## config.mk

```make
export PLATFORM = sky130hd
export DESIGN_NAME = payload_engine_ctrl
export DESIGN_NICKNAME = d
export VERILOG_FILES = /design/src/rtl/payload_engine_ctrl.sv
export SDC_FILE = /design/constraint.sdc
export NUM_CORES = 1
export LEC_CHECK = 0
export BUFFER_PORTS_ARGS = -buffer_cell sky130_fd_sc_hd__buf_2
export CAP_MARGIN = 10
export CORE_UTILIZATION = 35
export DETAILED_ROUTE_END_ITERATION = 7
export PLACE_DENSITY = 0.55
export SYNTH_ARGS = -nofsm -noshare
export SYNTH_HDL_FRONTEND = slang
export SYNTH_SLANG_ARGS = --single-unit
```

## constraint.sdc

```tcl
create_clock -name clk -period 4.6 [get_ports clk]
set_input_delay 0.23 -clock clk [delete_from_list [all_inputs] [get_ports clk]]
set_output_delay 0.23 -clock clk [all_outputs]
set_load 0.01 [all_outputs]
```

## src/rtl/payload_engine_ctrl.sv

```systemverilog
// payload_engine_ctrl
// Per-packet sequencer for a bank of regex payload engines: clears the
// engines, streams payload bytes to the character decoder, waits a fixed
// drain for the engine pipeline, then reports one priority-encoded result.
// Optional feature macro: PAYLOAD_CTRL_MATCH_COUNT_EN adds the m_count port
// (population count of the engine match lines at the sample point).
module payload_engine_ctrl #(
  parameter int NUM_ENGINES  = 32,
  parameter int IDX_W        = 5,
  parameter int MAX_LEN      = 1518,
  parameter int LEN_W        = 11,
  parameter int DRAIN_CYCLES = 3
) (
  input  logic                   clk,
  input  logic                   rst_n,
  input  logic [7:0]             s_data,
  input  logic                   s_valid,
  input  logic                   s_last,
  output logic                   s_ready,
  output logic [7:0]             byte_out,
  output logic                   eng_sod,
  output logic                   eng_en,
  input  logic [NUM_ENGINES-1:0] eng_match,
  output logic                   m_valid,
  input  logic                   m_ready,
  output logic                   m_hit,
  output logic [IDX_W-1:0]       m_rule,
  output logic [LEN_W-1:0]       m_len,
  output logic                   m_trunc
`ifdef PAYLOAD_CTRL_MATCH_COUNT_EN
  ,
  output logic [IDX_W:0]         m_count
`endif
);

  localparam int DRN_W = $clog2(DRAIN_CYCLES + 1);

  typedef enum logic [2:0] {
    S_IDLE, S_CLEAR, S_STREAM, S_DRAIN, S_REPORT
  } state_t;

  state_t             r_state;
  state_t             w_next;
  logic               w_s_ready;
  logic               w_sod;
  logic               w_accept;
  logic               w_drain_done;
  logic [LEN_W-1:0]   r_len;
  logic               r_trunc;
  logic [DRN_W-1:0]   r_drain;
  logic [7:0]         r_byte;
  logic               r_eng_en;
  logic               r_m_valid;
  logic               r_m_hit;
  logic [IDX_W-1:0]   r_m_rule;
  logic [LEN_W-1:0]   r_m_len;
  logic               r_m_trunc;

  // Lowest-index set bit wins; zero when nothing is set.
  function automatic logic [IDX_W-1:0] prio_enc(input logic [NUM_ENGINES-1:0] v);
    prio_enc = '0;
    for (int i = NUM_ENGINES - 1; i >= 0; i--) begin
      if (v[i]) prio_enc = IDX_W'(i);
    end
  endfunction

`ifdef PAYLOAD_CTRL_MATCH_COUNT_EN
  logic [IDX_W:0] r_m_count;

  // Number of set bits in the match vector.
  function automatic logic [IDX_W:0] pop_cnt(input logic [NUM_ENGINES-1:0] v);
    pop_cnt = '0;
    for (int i = 0; i < NUM_ENGINES; i++) begin
      pop_cnt = pop_cnt + {{IDX_W{1'b0}}, v[i]};
    end
  endfunction
`endif

  // State register.
  always_ff @(posedge clk or negedge rst_n) begin
    if (!rst_n) r_state <= S_IDLE;
    else        r_state <= w_next;
  end

  // Next-state and per-state control strobes.
  always_comb begin
    w_next       = r_state;
    w_s_ready    = 1'b0;
    w_sod        = 1'b0;
    w_accept     = 1'b0;
    w_drain_done = 1'b0;
    case (r_state)
      S_IDLE:   if (s_valid) w_next = S_CLEAR;
      S_CLEAR: begin
        w_sod  = 1'b1;
        w_next = S_STREAM;
      end
      S_STREAM: begin
        w_s_ready = 1'b1;
        w_accept  = s_valid;
        if (s_valid && s_last) w_next = S_DRAIN;
      end
      S_DRAIN: begin
        if (r_drain == DRN_W'(DRAIN_CYCLES - 1)) begin
          w_drain_done = 1'b1;
          w_next       = S_REPORT;
        end
      end
      S_REPORT: if (m_ready) w_next = S_IDLE;
      default:  w_next = S_IDLE;
    endcase
  end

  // Byte forwarding: the strobe is suppressed once MAX_LEN bytes were scanned.
  always_ff @(posedge clk or negedge rst_n) begin
    if (!rst_n) begin
      r_byte   <= '0;
      r_eng_en <= 1'b0;
    end else begin
      r_eng_en <= w_accept && (r_len < LEN_W'(MAX_LEN));
      if (w_accept) r_byte <= s_data;
    end
  end

  // Per-packet length, truncation and drain counters, cleared in CLEAR.
  always_ff @(posedge clk or negedge rst_n) begin
    if (!rst_n) begin
      r_len   <= '0;
      r_trunc <= 1'b0;
      r_drain <= '0;
    end else if (r_state == S_CLEAR) begin
      r_len   <= '0;
      r_trunc <= 1'b0;
      r_drain <= '0;
    end else begin
      if (w_accept) begin
        if (r_len < LEN_W'(MAX_LEN)) r_len <= r_len + 1'b1;
        else                         r_trunc <= 1'b1;
      end
      if (r_state == S_DRAIN) r_drain <= r_drain + 1'b1;
    end
  end

  // Result capture at the end of the drain; held until the handshake.
  always_ff @(posedge clk or negedge rst_n) begin
    if (!rst_n) begin
      r_m_valid <= 1'b0;
      r_m_hit   <= 1'b0;
      r_m_rule  <= '0;
      r_m_len   <= '0;
      r_m_trunc <= 1'b0;
`ifdef PAYLOAD_CTRL_MATCH_COUNT_EN
      r_m_count <= '0;
`endif
    end else if (w_drain_done) begin
      r_m_valid <= 1'b1;
      r_m_hit   <= |eng_match;
      r_m_rule  <= prio_enc(eng_match);
      r_m_len   <= r_len;
      r_m_trunc <= r_trunc;
`ifdef PAYLOAD_CTRL_MATCH_COUNT_EN
      r_m_count <= pop_cnt(eng_match);
`endif
    end else if (r_m_valid && m_ready) begin
      r_m_valid <= 1'b0;
    end
  end

  assign s_ready  = w_s_ready;
  assign eng_sod  = w_sod;
  assign eng_en   = r_eng_en;
  assign byte_out = r_byte;
  assign m_valid  = r_m_valid;
  assign m_hit    = r_m_hit;
  assign m_rule   = r_m_rule;
  assign m_len    = r_m_len;
  assign m_trunc  = r_m_trunc;
`ifdef PAYLOAD_CTRL_MATCH_COUNT_EN
  assign m_count  = r_m_count;
`endif

endmodule

```

# --- Word level (Yosys, flattened, before mapping) ---
# Index checks and enable logic that the tools add are counted.
classes:
  add_sub_neg: 2
  magnitude_cmp: 1
  n_eq_ne: 10
  mux: 52
  reduce_logical: 12
ops:
  columns: ["operator", "n"]
  rows:
  - ["$mux 5", 32]
  - ["$mux 11", 3]
  - ["$reduce_or 32->1", 1]
  - ["$pmux 3 s5", 1]
  - ["$mux 3", 4]
  - ["$add 11x1->11 const B", 1]
  - ["$lt 11x11->1 const B", 1]
  - ["$mux 1", 10]
  - ["$ne 2x2->1 const B", 4]
  - ["$reduce_bool 2->1", 4]
  - ["$eq 3x2->1 const B", 2]
  - ["$mux 2", 2]
  - ["$reduce_and 2->1", 2]
  - ["$reduce_and 4->1", 1]
  - ["$eq 3x1->1 const B", 1]
  - ["$eq 3x3->1 const B", 1]
  - ["$logic_and 1x1->1", 3]
  - ["$logic_not 3->1", 1]
  - ["$add 2x1->2 const B", 1]
  - ["$eq 2x2->1 const B", 1]
  - ["$ne 2x1->1 const B", 1]
totals:
  reg_bits: 45
  inputBits: 45
  output_inout_bits: 30
  elab_cells: 88

# --- Longest topological paths before layout ---
# Gate-level depths: netlist of run 1.
logic_depth:
  word_depth: 32
  depth_mapped: 7
  mapped_depth_nobuf: 7

# --- Worst setup path after synthesis of run 1 ---
# No wires, ideal clock.
synth_path:
  path_kind: "register to register"
  start: "register r_drain[0]"
  end: "register r_m_hit (netlist: m_hit)"
  setup_ps: 132
  t_arrival_ps: 1419
  required_ps: 4468
  path_slack_ps: 3049
  path_stages_with_launch: 8
  path_buffers: 0
  period_less_slack_ps: 1551
  path_cell_list: "dfrtp_1 > inv_1 > ha_1 > nand4b_1 > nor3_1 > nand2_1 > nor4_1 > a21oi_1"
synth_via:
  elab_chain_cells: 3
synth_rtl:
  columns: ["item", "line", "rtl"]
  rows:
  - ["from (decl)", "50", "logic [DRN_W-1:0] r_drain;"]
  - ["from (signal assigned)", "140", "if (r_state == S_DRAIN) r_drain <= r_drain + 1'b1;"]
  - ["$eq 2x2->1", "104", "if (r_drain == DRN_W'(DRAIN_CYCLES - 1)) begin"]
  - ["$mux 1", "104", null]
  - ["$mux 1", "92", "case (r_state)"]
  - ["to (signal assigned)", "157", "r_m_hit <= |eng_match;"]
  - ["to (decl)", "54", "logic r_m_hit;"]
# No other way between the ends.
# A chain may end at the register's enable or synchronous reset.

# --- Worst setup path in the final report of run 1 ---
layout_path:
  start: "register r_state[1]"
  end: "output eng_sod"
layout_via:
  elab_chain_cells: 2
layout_rtl:
  columns: ["item", "line", "rtl"]
  rows:
  - ["from (decl)", "42", "state_t r_state;"]
  - ["from (signal assigned)", "82", "else r_state <= w_next;"]
  - ["$eq 3x1->1", "92", null]
  - ["$mux 1", "92", null]
  - ["to (decl)", "21", "output logic eng_sod,"]
# No other way between the ends.

==> summary.md, run 1 <==
| Metric | Value |
|---|---|
| Status | finished clean |
| TNS Setup | 0 ns |
| Sequential share of the synthesized area | around 50% |
| Tmin final | 1.87 ns |
| Vias per cell | 5.13 |
| Startpoint Class | register |
| Routed wire length | 5080 microns |
| Setup Buffers After CTS | 0 |
| Inserted Clock Buffers | 5 |
| Register-to-Register Setup Slack | 2.87 ns |
| Die ar. | 6830 sq um |
| Syn Area/Cell | 9.68 sq um |
| Share of layout cells above drive strength 1 | 32.9% |
| Syn Nets | 282 |
| Worst reg-to-reg path cell count | 5 |
| Pre-CTS setup slack | 2.86 ns |
| Netlist area before placement | 2280 sq um |
| Design area | 2830 sq um |
| Area occupied by multi-input gates | around 1100 sq um |
| WP depth | 4 |
| Leak | 1.40 nW |
| DRC | 0 |
| H-tree levels | 2 |
| CTS Root Cell | clkbuf_8 |
| Post-synthesis cell type count | 43 |
| Pre-antenna DRT Iters | 4 |
| CP max-delay cell | dfrtp_1 |
| Worst-path cell chain | inv_1, nand3_1, clkinv_1, buf_2 |
| Worst hold slack | 0.0907 ns |
| Initial core utilization | 36.0% |
| Antenna violation net count after detailed routing | 0 |
| Seq cells post-synth | 45 |
| IO Pins | 75 |
| Worst path required time | 4.37 ns |
| Leading area contributor after synthesis | dfrtp_1 |
| RSZ-0062 raised after global routing | no |
| YS warnings | 0 |
| Initial antenna violation count | 0 |
| Maxcap violations | 0 |
| CP delay by family, top | buffers and inverters |
| Post-DP Area | roughly 2700 sq um |
| Worst VDD drop | between 200 and 300 uV |
| Top-area cell type share of the netlist area | about half |
| CTS tree | built |
| Post-CTS Resized | 0 |
| Post-synth ARST share | between 90% and 100% |
| Largest net degree at the start of global routing | 46 |
| PD cells | 488 nW/um^2 |
| Total track usage | 15.8% |
| Clock tree buffer depth | 2 |
| Number of DRC markers in iteration 0 | 67 |
| Register area | 1130 sq um |
| WP buf/inv | 3 |
| Vias post-DR | between 1,500 and 2,000 |
| Post-synth EDFFs | 0 |
| Clk slew on worst S/H paths | 0.08 ns |
| Layout area overhead | 24.3% |
| Synth Instances | 235 |
| Final period util | 40.7% |
| DP Wirelength | 3840 microns |
| Final Hold Viols | 0 |
| WL per Instance | 13.1 microns |
| Largest cells by area after synthesis | dfrtp_1 (49%), nand2_1 (7.1%), mux2_2 (5.4%) |
| Crit path capture type | output port |
| Hold_buf cts | 0 |
| Final RePlAce weighted congestion | 0.786 |
| Number of global-route vias before repair | between 1,500 and 2,000 |
| Slew headroom | 34.9% |
| RR Startpoint | r_state[0]$_DFFE_PN0P_ |
| CP arrival | 1.64 ns |
| First-pass GRT wire length | 8110 microns |
| Number of I/O port buffers | 74 |
| CTS sink cnt | 45 |
| Total core area | 6310 sq um |
| Worst path max stage delay | 0.49 ns |
| # nets final | 356 |
| ANT cells | 0 |
| Die width | approximately 83 microns |
| DIE HEIGHT | 82.6 microns |
| Later-pin clock latency in the skew report | approximately 0.29 ns |
| Final setup fails | 0 |
| Global route total overflow | 0 |
| R2r endpoint | r_len[9]$_DFFE_PN0P_ |
| Worst slew pin tran | 0.977 ns |
| FP Rows | 29 |
| Filler cell count | 647 |
| Max Slew Vio Count | 0 |
| Worst Clk Skew | 0.00656 ns |
| Crit path kind | reg -> out |
| Worst-path fanout max | 9 |
| FMAX | around 0.53 GHz |
| Post-synth top flop | dfrtp_1 |
| Min-Delay Path Class | in -> async |
| Final WS setup | around 2.7 ns |
==> per-stage QoR <==
step	total power [W]	instances	util [%]
3_3_place_gp	0.00109	379	43.0
6_report	0.00138	387	44.8
3_5_place_dp	0.00109	379	43.0
2_1_floorplan	0.000906	235	-
5_1_grt	0.00150	387	44.8
4_1_cts	0.00141	387	44.8
==> cells in the mapped netlist, types with 2 or more instances <==
| cell type | n |
|---|---|
| a31o_2 | 2 |
| a31oi_1 | 2 |
| or4_1 | 3 |
| a211oi_1 | 4 |
| o21a_1 | 2 |
| xnor2_1 | 4 |
| o21ai_0 | 11 |
| nor2_1 | 19 |
| mux2i_1 | 4 |
| dfrtp_1 | 45 |
| nand4_1 | 5 |
| mux2_2 | 11 |
| clkbuf_1 | 2 |
| a21oi_1 | 11 |
| inv_1 | 11 |
| ha_1 | 2 |
| nor4_1 | 7 |
| buf_2 | 5 |
| nor3_1 | 11 |
| nor2b_1 | 2 |
| nand3_1 | 4 |
| nand2_1 | 43 |
| o31ai_1 | 5 |
==> layer usage <==
metal  vias up  routed length, microns  global-route usage (%)
met3         9                     410                    4.62
met2        70                    2240                    25.2
met4         0                     102                    6.38
met1       916                    2330                    20.0
met5         -                       0                       0
li1        989                       -                       -
==> sequential cells by signal, summed over array words and instances (netlist names), 2 cells and up <==
name and flops:
r_len 11, m_len 11, m_rule 5, byte_out 8, r_drain 2, r_state 3
==> layout by cell type, fill, tap and decap left out, types with 3 or more instances in the layout <==
| cell | instances |
|---|---|
| o31ai_1 | 5 |
| dfrtp_1 | 45 |
| o21ai_0 | 11 |
| a211oi_1 | 4 |
| clkbuf_8 | 6 |
| nand2_1 | 43 |
| or4_1 | 3 |
| nand4_1 | 5 |
| nor2_1 | 19 |
| nand3_1 | 4 |
| nor4_1 | 7 |
| mux2i_1 | 4 |
| nor3_1 | 11 |
| xnor2_1 | 4 |
| mux2_2 | 11 |
| a21oi_1 | 11 |
| inv_1 | 11 |
| buf_2 | 74 |
==> cell type report <==
type | instances | area share [%]
clock inverters | 1 | 1.06
repair buffers | 75 | 13.4
inverters | 12 | 1.59
well taps | 77 | 3.41
flip-flops and latches | 45 | 39.8
multi-input cells | 170 | 37.7
clock buffers | 7 | 3.05
==> how the worst max path moves through the flow <==
stage	to	startpoint	slack, ns
after detailed placement	r_len[9]$_DFFE_PN0P_	r_state[0]$_DFFE_PN0P_	2.86
after global placement	m_hit$_DFFE_PN0P_	r_drain[0]$_DFFE_PN0P_	2.84
after global routing	eng_sod	r_state[1]$_DFFE_PN0P_	2.55
after CTS	eng_sod	r_state[1]$_DFFE_PN0P_	2.71
final	eng_sod	r_state[1]$_DFFE_PN0P_	2.73
after floorplan	m_hit$_DFFE_PN0P_	r_drain[0]$_DFFE_PN0P_	3.05
==> power breakdown <==
part           leakage, nW  internal, W  switching (W)
combinational        0.756     0.000195       0.000261
sequential           0.587     0.000515       0.000103
clock               0.0585     0.000177       0.000129
==> cells by family (layout without fill, tap and decap cells) <==
family / after synthesis / count (layout) / synth area share, %
adder cells (fa/ha/maj): 2 / 2 / 1.10
multiplexers: 15 / 15 / 7.20
AO/OA/AOI/OAI: 48 / 48 / 16.2
flip-flops: 45 / 45 / 49.5
XOR/XNOR: 4 / 4 / 1.54
buffers and inverters: 20 / 95 / 3.63
AND/OR/NAND/NOR: 101 / 101 / 20.9
No activity file was read; power rests on OpenSTA's default activity.
==> run 2: changes to the inputs <==
clock period = 1.8 ns   (was 4.6 ns; I/O delays follow)
==> run 2 against run 1 <==
Compared with the run above: clock-buffer cell count up 1; wire length increased by 4.5%; cell area rose by 5.1%; worst setup slack got worse by 2.6 ns; first-iteration DRC count increased by 6.0%; combinational power rose to 2.9 times the previous value; via count grew 2.6%; final cell count increased by 5.2%; critical path depth stayed put; global-route usage increased by 0.59 points; die area stayed put; largest power group unchanged; highest routed layer unchanged.
==> summary.md, run 2 (synthesis results as in run 1) <==
| Metric | Value |
|---|---|
| Final RePlAce weighted congestion | 0.821 (+4.5%) |
| Most frequent cells in the layout | buf_2 (74), dfrtp_1 (45), nand2_1 (43), nor2_1 (19) |
| RSZ-0062 raised after global routing | no |
| Vias post-DR | 2,035 (+2.6%) |
| Setup Buffers After CTS | 0 (unchanged) |
| Inserted Clock Buffers | 5 (unchanged) |
| Pre-antenna DRT Iters | 4 (unchanged) |
| RR Startpoint | r_len[1]$_DFFE_PN0P_ |
| Most Used Layer, Global Route | met2 |
| PD cells | 1160 nW/um^2 (+140%) |
| First-pass GRT wire length | 8360 microns (+3.1%) |
| DRC | 0 (unchanged) |
| Share of layout cells above drive strength 1 | 33.6% (+0.73 points) |
| DIE HEIGHT | 82.6 microns (unchanged) |
| Number of I/O port buffers | 74 (unchanged) |
| Pwr Total | 0.00345 W (+150%) |
| Max Slew Vio Count | 0 (unchanged) |
| Crit path kind | reg -> out |
| R2r endpoint | r_len[7]$_DFFE_PN0P_ |
| CP startpoint | r_state[1]$_DFFE_PN0P_ |
| Startpoint Class | register |
| Later-pin clock latency in the skew report | 0.29 ns (about the same) |
| IO Pins | 75 (unchanged) |
| Crit path capture type | output port |
| Number of global-route vias before repair | 1,844 (+5.7%) |
| Met3 Track Usage GR | 5.05% (+0.44 points) |
| Worst reg-to-reg path cell count | 5 (unchanged) |
| Initial antenna violation count | 0 (unchanged) |
| Worst-path fanout max | 9 (unchanged) |
| CP arrival | 1.57 ns (-0.07 ns) |
| ANT cells | 0 (unchanged) |
| Maxcap violations | 0 (unchanged) |
| M2 GR Usage | 26.1% (+0.98 points) |
| Hold Path Cell Cnt | 3 |
| Clk slew on worst S/H paths | 0.08 ns (about the same) |
| Worst Clk Skew | 0.00831 ns (+0.00176 ns) |
| CTS sink cnt | 45 (unchanged) |
| DP Wirelength | 4090 microns (+6.5%) |
| Largest net degree at the start of global routing | 23 (-50%) |
| Number of DRC markers in iteration 0 | 71 (+6.0%) |
| WL per Instance | 13.0 microns (-0.59%) |
| Worst slew pin tran | 0.486 ns (-0.492 ns) |
| Leak | 1.47 nW (+5.2%) |
| HP Start | s_last |
| Slew headroom | 67.3% (+32 points) |
| Layout area overhead | 30.6% |
| Die ar. | 6830 sq um (unchanged) |
| Final period util | about 92% |
| Vias per cell | 5.00 (-2.5%) |
| TNS Setup | 0 ns (unchanged) |
| Commonest non-fill, non-tap cell in the layout | buf_2 |
| Tmin final | 1.66 ns |
| H-tree levels | 2 (unchanged) |
| FP Rows | 29 (unchanged) |
| FMAX | 0.602 GHz |
| Die width | 82.6 microns (unchanged) |
| Total core area | 6310 sq um (unchanged) |
| CTS tree | built |
| GR met1 Demand/Resource | 20.7% (+0.70 points) |
| Register-to-Register Setup Slack | 0.17 ns (-2.70 ns) |
| Global route total overflow | 0 (unchanged) |
| Final Hold Viols | 0 (unchanged) |
| Initial core utilization | 36.0% (unchanged) |
| Final setup fails | 0 (unchanged) |
| Total track usage | 16.4% (+0.59 points) |
| # nets final | 376 (+5.6%) |
| Worst VDD drop | 621 uV (+140%) |
| Hold EP | r_state[0]$_DFFE_PN0P_ |
| Antenna violation net count after detailed routing | 0 (unchanged) |
| Worst path required time | 1.71 ns (-2.66 ns) |
| CTS Root Cell | clkbuf_8 |
| Min-Delay Path Class | in -> reg |
| Routed wire length | 5310 microns (+4.5%) |
| Clock tree buffer depth | 2 (unchanged) |
| Status | finished clean |
## run 2: where the power goes
| group | leakage [nW] | internal (W) | switching, W |
|---|---|---|---|
| Combinational | 0.848 | 0.000581 | 0.000720 |
| Sequential | 0.587 | 0.00132 | 0.000232 |
| Clock | 0.0395 | 0.000276 | 0.000321 |
## run 2: per-layer routing
| metal | share of wire, % | wire length, microns |
|---|---|---|
| met1 | 48 | 2540 |
| met2 | 44 | 2340 |
| met3 | 6.8 | 360 |
| met4 | 1.3 | 67 |
| met5 | 0 | 0 |
## run 2: worst max-delay path by stage
stage,end,slack [ns],cells past startpoint
after floorplan,m_hit$_DFFE_PN0P_,0.25,7
after global placement,m_hit$_DFFE_PN0P_,0.22,7
after detailed placement,m_hit$_DFFE_PN0P_,0.13,7
after CTS,m_hit$_DFFE_PN0P_,0.1,7
after global routing,eng_sod,0.03,4
final,eng_sod,0.14,4
## run 2: critical path: stages, from the launching register on
cell and delay [ns]:
dfrtp_1 0.50, inv_1 0.14, nand3_1 0.14, clkinv_1 0.26, buf_2 0.24
## run 2: what timing repair did
item,4_1_cts,5_1_grt
resized for setup,0,1
hold endpoints to repair,25,0
setup endpoints to repair,0,1
hold buffers,10,0
## run 2: area by class of cell
| type | instances | area, sq um |
|---|---|---|
| Tap cell | 77 | 96.3 |
| Inverter | 12 | 45.0 |
| Timing Repair Buffer | 95 | 553 |
| Multi-Input combinational cell | 170 | 1070 |
| Clock buffer | 8 | 80.1 |
| Fill cell | 624 | 3340 |
| Sequential cell | 45 | 1130 |
## run 2: metrics by stage
stage                     setup slack (ns)  cells  hold WS, ns  utilization, %  area (sq um)
final                                0.138    407        0.111            47.1          2970
after global routing                0.0280    407        0.140            47.1          2970
after CTS                           0.0957    407        0.108            47.0          2970
after detailed placement             0.127    389       0.0506            44.2          2790
after global placement               0.216    389       0.0500            44.2          2790
after floorplan                      0.249    235       -0.206               -          2280
